<file path="src/rtl/bbc_sd_pkg.sv">
// Shared types and helpers for the SD-card SPI initiator.
//   spi_state_t   : byte-transfer FSM states
//   SPI_BYTE_BITS : bits per transfer
//   div_width()   : half-period counter width for a pair of divisors
package bbc_sd_pkg;

   typedef enum logic [1:0] {
      IDLE = 2'd0,
      LOW  = 2'd1,
      HIGH = 2'd2,
      DONE = 2'd3
   } spi_state_t;

   localparam int SPI_BYTE_BITS = 8;

   // Wide enough to hold the larger divisor (the counter only ever loads DIV-1,
   // but the +1 keeps DIV=1 at a legal 1-bit width).
   function automatic int div_width(input int a, input int b);
      int m;
      m = (a > b) ? a : b;
      return $clog2(m + 1);
   endfunction

endpackage

</file>
<file path="src/rtl/bbc_spi_halfdiv.sv">
// Loadable down-counter that times one SCK half-period.
//   clk_sys, reset : system clock, async active-high reset
//   load           : (re)start a half-period; takes priority over counting
//   div_sel        : 1 = DIV_FAST, 0 = DIV_SLOW, used only on load
//   tick           : one-cycle pulse in the last cycle of the half-period
module bbc_spi_halfdiv
   import bbc_sd_pkg::*;
#(
   parameter int DIV_SLOW = 64,
   parameter int DIV_FAST = 2
) (
   input  logic clk_sys,
   input  logic reset,
   input  logic load,
   input  logic div_sel,
   output logic tick
);

   localparam int CW = div_width(DIV_SLOW, DIV_FAST);
   localparam logic [CW-1:0] LOAD_SLOW = CW'(DIV_SLOW - 1);
   localparam logic [CW-1:0] LOAD_FAST = CW'(DIV_FAST - 1);

   logic [CW-1:0] cnt_q, cnt_d;
   logic          armed_q, armed_d;

   // armed keeps tick a single pulse: once the count hits zero without a
   // reload the counter goes quiet until the next load.
   always_comb begin
      cnt_d   = cnt_q;
      armed_d = armed_q;
      if (load) begin
         cnt_d   = div_sel ? LOAD_FAST : LOAD_SLOW;
         armed_d = 1'b1;
      end else if (armed_q) begin
         if (cnt_q == '0) armed_d = 1'b0;
         else             cnt_d   = cnt_q - CW'(1);
      end
   end

   always_ff @(posedge clk_sys or posedge reset) begin
      if (reset) begin
         cnt_q   <= '0;
         armed_q <= 1'b0;
      end else begin
         cnt_q   <= cnt_d;
         armed_q <= armed_d;
      end
   end

   assign tick = armed_q & (cnt_q == '0);

endmodule

</file>
<file path="src/rtl/bbc_sd_spi_master.sv">
// Byte-wide SPI initiator (mode 0, MSB first) for the SD card bus.
//   clk_sys, reset      : system clock, async active-high reset
//   fast                : divisor select, captured when a byte is accepted
//   cs_assert           : request card select (ss low); applied only while idle
//   tx_valid/tx_ready   : byte handshake; tx_data is the byte to send
//   rx_valid/rx_data    : one-cycle pulse with the received byte (held after)
//   busy                : transfer in progress
//   sck/mosi/ss/miso    : SPI pins; miso is already synchronous to clk_sys
// All outputs are registered. Idle line: sck=0, mosi=1 (0xFF filler).
module bbc_sd_spi_master
   import bbc_sd_pkg::*;
#(
   parameter int DIV_SLOW = 64,
   parameter int DIV_FAST = 2
) (
   input  logic       clk_sys,
   input  logic       reset,
   input  logic       fast,
   input  logic       cs_assert,
   input  logic       tx_valid,
   input  logic [7:0] tx_data,
   output logic       tx_ready,
   output logic       rx_valid,
   output logic [7:0] rx_data,
   output logic       busy,
   output logic       sck,
   output logic       mosi,
   output logic       ss,
   input  logic       miso
);

   if (DIV_SLOW < 1 || DIV_FAST < 1) begin : g_bad_div
      $error("bbc_sd_spi_master: DIV_SLOW and DIV_FAST must both be >= 1");
   end

   localparam logic [2:0] LAST_BIT = 3'(SPI_BYTE_BITS - 1);

   spi_state_t               state_q, state_d;
   logic [SPI_BYTE_BITS-1:0] shift_q, shift_d;
   logic [2:0]               bit_q, bit_d;
   logic                     fast_q, fast_d;
   logic                     sck_q, sck_d;
   logic                     mosi_q, mosi_d;
   logic                     ss_q, ss_d;
   logic                     tx_ready_q, tx_ready_d;
   logic                     busy_q, busy_d;
   logic                     rx_valid_q, rx_valid_d;
   logic [7:0]               rx_data_q, rx_data_d;

   logic load, div_sel, tick;

   // On the accept cycle the divisor comes straight from the port, since
   // fast_q is only being written at that same edge.
   assign div_sel = (state_q == IDLE) ? fast : fast_q;

   bbc_spi_halfdiv #(
      .DIV_SLOW (DIV_SLOW),
      .DIV_FAST (DIV_FAST)
   ) u_halfdiv (
      .clk_sys (clk_sys),
      .reset   (reset),
      .load    (load),
      .div_sel (div_sel),
      .tick    (tick)
   );

   always_comb begin
      state_d    = state_q;
      shift_d    = shift_q;
      bit_d      = bit_q;
      fast_d     = fast_q;
      sck_d      = sck_q;
      mosi_d     = mosi_q;
      ss_d       = ss_q;
      tx_ready_d = tx_ready_q;
      busy_d     = busy_q;
      rx_valid_d = 1'b0;
      rx_data_d  = rx_data_q;
      load       = 1'b0;

      case (state_q)
         IDLE: begin
            sck_d  = 1'b0;
            mosi_d = 1'b1;
            // ss follows cs_assert only here, so a byte never sees ss move;
            // a same-cycle accept still gets ss one full half-period early.
            ss_d   = ~cs_assert;
            if (tx_valid) begin
               shift_d    = tx_data;
               fast_d     = fast;
               mosi_d     = tx_data[7];
               bit_d      = 3'd0;
               load       = 1'b1;
               tx_ready_d = 1'b0;
               busy_d     = 1'b1;
               state_d    = LOW;
            end
         end
         LOW: begin
            if (tick) begin
               sck_d   = 1'b1;
               // Sample on the rising edge: the outgoing MSB leaves the top,
               // the incoming bit enters at the bottom.
               shift_d = {shift_q[SPI_BYTE_BITS-2:0], miso};
               load    = 1'b1;
               state_d = HIGH;
            end
         end
         HIGH: begin
            if (tick) begin
               sck_d = 1'b0;
               if (bit_q == LAST_BIT) begin
                  mosi_d     = 1'b1;
                  rx_valid_d = 1'b1;
                  rx_data_d  = shift_q;
                  state_d    = DONE;
               end else begin
                  bit_d   = bit_q + 3'd1;
                  mosi_d  = shift_q[SPI_BYTE_BITS-1];
                  load    = 1'b1;
                  state_d = LOW;
               end
            end
         end
         DONE: begin
            tx_ready_d = 1'b1;
            busy_d     = 1'b0;
            state_d    = IDLE;
         end
         default: state_d = IDLE;
      endcase
   end

   always_ff @(posedge clk_sys or posedge reset) begin
      if (reset) begin
         state_q    <= IDLE;
         shift_q    <= '0;
         bit_q      <= '0;
         fast_q     <= 1'b0;
         sck_q      <= 1'b0;
         mosi_q     <= 1'b1;
         ss_q       <= 1'b1;
         tx_ready_q <= 1'b1;
         busy_q     <= 1'b0;
         rx_valid_q <= 1'b0;
         rx_data_q  <= '0;
      end else begin
         state_q    <= state_d;
         shift_q    <= shift_d;
         bit_q      <= bit_d;
         fast_q     <= fast_d;
         sck_q      <= sck_d;
         mosi_q     <= mosi_d;
         ss_q       <= ss_d;
         tx_ready_q <= tx_ready_d;
         busy_q     <= busy_d;
         rx_valid_q <= rx_valid_d;
         rx_data_q  <= rx_data_d;
      end
   end

   assign tx_ready = tx_ready_q;
   assign rx_valid = rx_valid_q;
   assign rx_data  = rx_data_q;
   assign busy     = busy_q;
   assign sck      = sck_q;
   assign mosi     = mosi_q;
   assign ss       = ss_q;

endmodule

</file>
<file path="config.mk">
export PLATFORM = sky130hd
export DESIGN_NAME = bbc_sd_spi_master
export DESIGN_NICKNAME = d
export VERILOG_FILES = /design/src/rtl/bbc_sd_pkg.sv /design/src/rtl/bbc_spi_halfdiv.sv /design/src/rtl/bbc_sd_spi_master.sv
export SDC_FILE = /design/constraint.sdc
export NUM_CORES = 1
export LEC_CHECK = 0
export ABC_AREA = 1
export BUFFER_PORTS_ARGS = -buffer_cell sky130_fd_sc_hd__buf_2
export CORE_UTILIZATION = 50
export CTS_CLUSTER_DIAMETER = 50
export DETAILED_ROUTE_END_ITERATION = 8
export MAX_ROUTING_LAYER = met4
export PLACE_DENSITY = 0.83
export SYNTH_ARGS = -nofsm -noshare
export SYNTH_HDL_FRONTEND = slang
export SYNTH_SLANG_ARGS = --single-unit
</file>
<file path="constraint.sdc">
create_clock -name clk_sys -period 2.2 [get_ports clk_sys]
set_input_delay 0.22 -clock clk_sys [delete_from_list [all_inputs] [get_ports clk_sys]]
set_output_delay 0.22 -clock clk_sys [all_outputs]
set_load 0.01 [all_outputs]
</file>
-- Word-level counts from Yosys, hierarchy flattened
Cells that the tools add are included.
- output and inout bits: 14
- logic and storage cells: 81
- bits in registers: 36
- memories kept: 0
- RAM bits: 0
- ROM bits: 0
- input bits: 14
- latch bits: 0
- order comparisons: 0
- reductions and logical operators: 16
- multiplexer cells: 39
- add/sub/neg operators: 2
- bitwise operators: 2
- shift operators: 0
- $mul: 0
- eq/ne operators: 9
- divide/modulo/power cells: 0
- operators with widths (operator ; number):
    two-way mux 7 bit ; 3
    two-way mux 1 bit ; 18
    two-way mux 8 bit ; 2
    case mux 8 bit (2 select lines) ; 1
    AND reduction 3 bit ; 4
    inequality test 2 bit, second input constant ; 5
    two-way mux 3 bit ; 3
    two-way mux 2 bit ; 4
    case mux 2 bit (4 select lines) ; 1
    AND reduction 2 bit ; 4
    nonzero test 2 bit ; 4
    logical NOT 7 bit ; 1
    subtractor 7 x 1 -> 7 bit, second input constant ; 1
    two-way mux 6 bit ; 1
    case mux 1 bit (2 select lines) ; 3
    case mux 1 bit (3 select lines) ; 2
    case mux 3 bit (2 select lines) ; 1
    == test 2 bit, second input constant ; 2
    AND reduction 4 bit ; 1
    adder 3 x 1 -> 3 bit, second input constant ; 1
    == test 3 bit, second input constant ; 1
    nonzero test 3 bit ; 1
    == test 2 x 1 -> 1 bit, second input constant ; 1
    logical NOT 2 bit ; 1
    2 further kinds ; 2

-- Depth between registers and ports, before layout
- depth in word-level cells: 6
- gate-level depth with buffers: 10
- gate-level depth less buffers: 10

-- Cells and area by module
From an unflattened synthesis, not the netlist that was laid out.
- cell total of the unflattened synthesis: 241
- area, all modules: 1964.4 µm²
- by module, submodules not included (module ; cells each ; area an instance (µm²) ; sequential area each (µm²) ; times used):
    bbc_sd_spi_master ; 163 ; 1421.4 ; 704.4 ; 1
    bbc_spi_halfdiv ; 78 ; 543.0 ; 200.2 ; 1

-- Worst setup path before layout
Ideal clock, no wire load.
- path type: register -> register
- start: reg u_halfdiv.cnt_q[0]
- end: reg rx_data_q[0] (netlist: rx_data[0])
- arrival: 1.443 ns
- buffers on the path: 1
- cell stages (with the launch flop): 11
- data required time: 2.083 ns
- library setup time: 0.117 ns
- slack: 0.640 ns
- period minus slack after synthesis: 1.560 ns
- cell sequence: dfrtp_1 -> inv_1 -> ha_1 -> nand2_1 -> nor2_4 -> nand2_4 -> nor2_4 -> nand2_4 -> buf_6 -> nand2_2 -> o21ai_2
- word-level cells in the longest chain between the ends: 3
- ends and longest elaborated chain (element ; RTL line ; RTL):
    start: declaration ; bbc_spi_halfdiv.sv:23 ; logic [CW-1:0] cnt_q, cnt_d;
    start signal: assignment ; bbc_spi_halfdiv.sv:45 ; cnt_q <= cnt_d;
    logical NOT 7 bit ; bbc_spi_halfdiv.sv:50 ; assign tick = armed_q & (cnt_q == '0);
    bitwise AND 1 bit ; bbc_spi_halfdiv.sv:50 ;
    AND reduction 3 bit (no source line) ; n/a ;
    end signal: assignment ; bbc_sd_spi_master.sv:158 ; rx_data_q <= rx_data_d;
    end: declaration ; bbc_sd_spi_master.sv:48 ; logic [7:0] rx_data_q, rx_data_d;
No other way between the ends.
A chain may end at the register's enable or synchronous reset.

-- Worst setup path in the final report
- start: reg bit_q[0]
- end: reg u_halfdiv.cnt_q[5]
- word-level cells in the longest chain between the ends: 6
- elaborated cells on any way between the ends: 8
- classes of those cells: eq/ne (2); mux (4); reduce/logical (2)
- ends and longest elaborated chain (element ; RTL line ; RTL):
    start: declaration ; bbc_sd_spi_master.sv:40 ; logic [2:0] bit_q, bit_d;
    start signal: assignment ; bbc_sd_spi_master.sv:150 ; bit_q <= bit_d;
    == test 3 bit * ; bbc_sd_spi_master.sv:112 ; if (bit_q == LAST_BIT) begin
    two-way mux 1 bit * ; bbc_sd_spi_master.sv:112 ;
    two-way mux 1 bit * ; bbc_sd_spi_master.sv:110 ; if (tick) begin
    case mux 1 bit (3 select lines) * ; bbc_sd_spi_master.sv:81 ; case (state_q)
    inequality test 2 bit (no source line) or nonzero test 2 bit (tied branches) ; n/a ;
    AND reduction 2 bit (no source line) ; n/a ;
Every way passes the cells marked *; elsewhere a longest branch is shown, timed or not.

==> run metrics <==
Period minus WS final around 1.8 ns; skew final around 0.011 ns; gr usage total between 20% and 30%; share of layout cells above drive strength 1 a little over a quarter; Final TNS setup 0 ns; Filler cells 314; RSZ-0062 raised after global routing no; synth top area cells dfrtp_1, nand2_1, inv_1; gpl congestion between 0.8 and 0.9; status completed; H-tree levels 2; prevailing post-synth register cell dfrtp_1; Startpoint Class flip-flop; First-pass DRT Iterations 5; pin slew with the least headroom to its limit approximately 0.47 ns; 1st-iter DRT viols 63; critical path, cell by cell ha_1 > ha_1 > inv_1 > nand4_2 > nand3_2 > nor2_1 > nand2_1 > nand2_1; CTS tree done; synthesized instance count 203; Vias 1452; number of distinct library cells after synthesis 28; Reg-to-Reg End u_halfdiv.cnt_q[5]$_DFFE_PP0P_; grt total ovfl 0; Skew-Pair Late Insertion Delay 0.34 ns; post-DR vias/cell 5.113; Synth top area share between 40% and 50%; CTS Buf Count 5; Hold WC Path Type in -> reg; Root Buffer clkbuf_4; Final Net Count 255; initial antenna violation count 0; IO Pins 28; DRC 0; Fmax between 500 and 600 MHz; Worst EP required 2.48 ns; R2R cell count 8; post-synth top area cell dfrtp_1; max-cap viol count 0; final design instance area without fill 2068 µm²; most common cell in the netlist nand2_1; Slew HR 68.63%; Setup crit end kind flip-flop; synthesized area per cell between 8 and 9 µm²; Pwr per Cell Area 515.9 nW/µm²; Post-synth EDFFs 0; Synthesized Nets 221; vias in the first global route 1384; HPWL after DPL 2.429 mm; post-layout util approximately 60%; Die Y 62.22 µm; Leakage Power 0.001086 µW; Initial Util 53.08%; Crit Path Category reg -> reg; Buf/Inv on CP 1; Seq cells post-synth 36; sequential fraction of the synthesis area 49.90%; setup violators final 0; commonest cells in the netlist nand2_1, dfrtp_1, inv_1, o21ai_0, nor2_1; Slew Limit Fails 0; Tcrit/Tclk final between 80% and 90%; synthesized area 1813 µm²; drt total wl 3.435 mm; I/O Buffers 27; Critical Path Fanout Max 7; core area between 3000 and 4000 µm²; Synth async-reset ratio 100.0%; area of placed instances 1986 µm²; Clock transition at path regs roughly 0.11 ns; area of the multi-input gates around 780 µm²; wire length per cell 12.10 µm; Worst Hold Path EP shift_q[5]$_DFFE_PP0P_; reg2reg start bit_q[0]$_DFFE_PP0P_; Resize count post-CTS 0; Reg2Reg Setup Slack 0.38 ns; CP Data Arrival Time 2.10 ns; Clock Sinks 36; hold path start tx_data[5]; first-pass GRT wire length 6.099 mm; Die Width 62.22 µm; final hold viol count 0; largest delay contributor family on the critical path simple AND/OR/NAND/NOR gates; antenna cells 0; Syn. warnings 0; Reg area 904.6 µm²; Cell Rows 21; DIE AREA 3871 µm²; Max stage delay on crit path 0.41 ns; slowest CP cell dfrtp_1; largest net degree at the start of global routing 37; Peak VDD IR between 0.3 and 0.4 mV; overall power 1067 µW; worst hold stages 3; post-route ant nets 0; CTS max path bufs 2; layout overhead on the synthesized area 14.08%
==> worst min-delay path, stage by stage <==
cell      delay (ns)
buf_2           0.08
o211ai_1        0.08
o21ai_0         0.07
==> repair_timing <==
item	CTS	global route
setup buffers	0	0
hold buffers	2	0
hold endpoints to repair	34	0
==> flip-flops by register name (all words and copies together) (netlist names) <==
name / cells
u_halfdiv.cnt_q: 7
tx_ready: 1
rx_data: 8
mosi: 1
ss: 1
rx_valid: 1
bit_q: 3
state_q: 2
shift_q: 8
busy: 1
fast_q: 1
sck: 1
u_halfdiv.armed_q: 1
==> cell families after synthesis <==
kind of cell | count (synthesis) | synth area share (%)
AOI/OAI and AO/OA | 37 | 13.04
buffers and inverters | 30 | 7.315
adders and majority gates | 4 | 2.761
DFF | 36 | 49.90
and+or+nand+nor | 92 | 25.05
xor gates and xnor gates | 4 | 1.933
==> layout by cell type (no fill, tap or decap), drive strengths merged <==
cell type     n
dfstp         3
o22ai         1
ha            4
o211ai        7
nand4         8
xor2          2
nand3         6
dlygate4sd3   2
dfrtp        33
buf          29
clkbuf        7
xnor2         2
clkinvlp      1
nor2         15
a31oi         2
inv          26
a21oi         3
o21ai        24
nand2        63
==> final cells by class <==
class                           count  share of cell area (%)
Clock inverter                      1                  0.3630
Timing Repair Buffer               31                   8.227
Clock buffer                        7                   2.662
Multi-Input combinational cell    137                   37.51
Tap cell                           46                   2.783
Sequential cell                    36                   43.74
Inverter                           26                   4.719
==> report_power, final <==
| group | leakage [µW] | internal, µW | switching [µW] |
|---|---|---|---|
| Sequential | 0.000447 | 662 | 0 |
| Clock | 0.0000315 | 156 | 219 |
| Combinational | 0.000608 | 12.3 | 17.7 |
| Total | 0.00109 | 830 | 237 |
==> metal layers <==
layer  wire length [µm]  up-vias  part of all wire [%]  GRT usage (%)
li1                   -      730                     -              -
met1               1676      669                    49          27.38
met2               1535       43                    45          30.63
met3                128       10                   3.7          3.860
met4                 95        0                   2.8          12.79
met5                  0        -                     0              -
==> stage by stage <==
step           cells  hold slack [ns]  setup slack [ns]
5_1_grt          284           0.1177            0.1072
2_1_floorplan    203           0.2704            0.6399
3_5_place_dp     274           0.3402            0.4046
6_report         284           0.1405            0.3846
3_3_place_gp     274           0.3427            0.4156
4_1_cts          284           0.1134            0.3525
==> worst max-delay path by stage <==
stage / to / slack (ns) / cells past startpoint / start
3_3_place_gp: u_halfdiv.cnt_q[2]$_DFFE_PP0P_ / 0.42 / 8 / bit_q[0]$_DFFE_PP0P_
3_5_place_dp: u_halfdiv.cnt_q[1]$_DFFE_PP0P_ / 0.40 / 8 / bit_q[0]$_DFFE_PP0P_
2_1_floorplan: rx_data[0]$_DFFE_PP0P_ / 0.64 / 10 / u_halfdiv.cnt_q[0]$_DFFE_PP0P_
5_1_grt: u_halfdiv.cnt_q[2]$_DFFE_PP0P_ / 0.11 / 8 / bit_q[0]$_DFFE_PP0P_
6_report: u_halfdiv.cnt_q[5]$_DFFE_PP0P_ / 0.38 / 8 / bit_q[0]$_DFFE_PP0P_
4_1_cts: u_halfdiv.cnt_q[1]$_DFFE_PP0P_ / 0.35 / 8 / bit_q[0]$_DFFE_PP0P_
No activity file was read; power rests on OpenSTA's default activity.
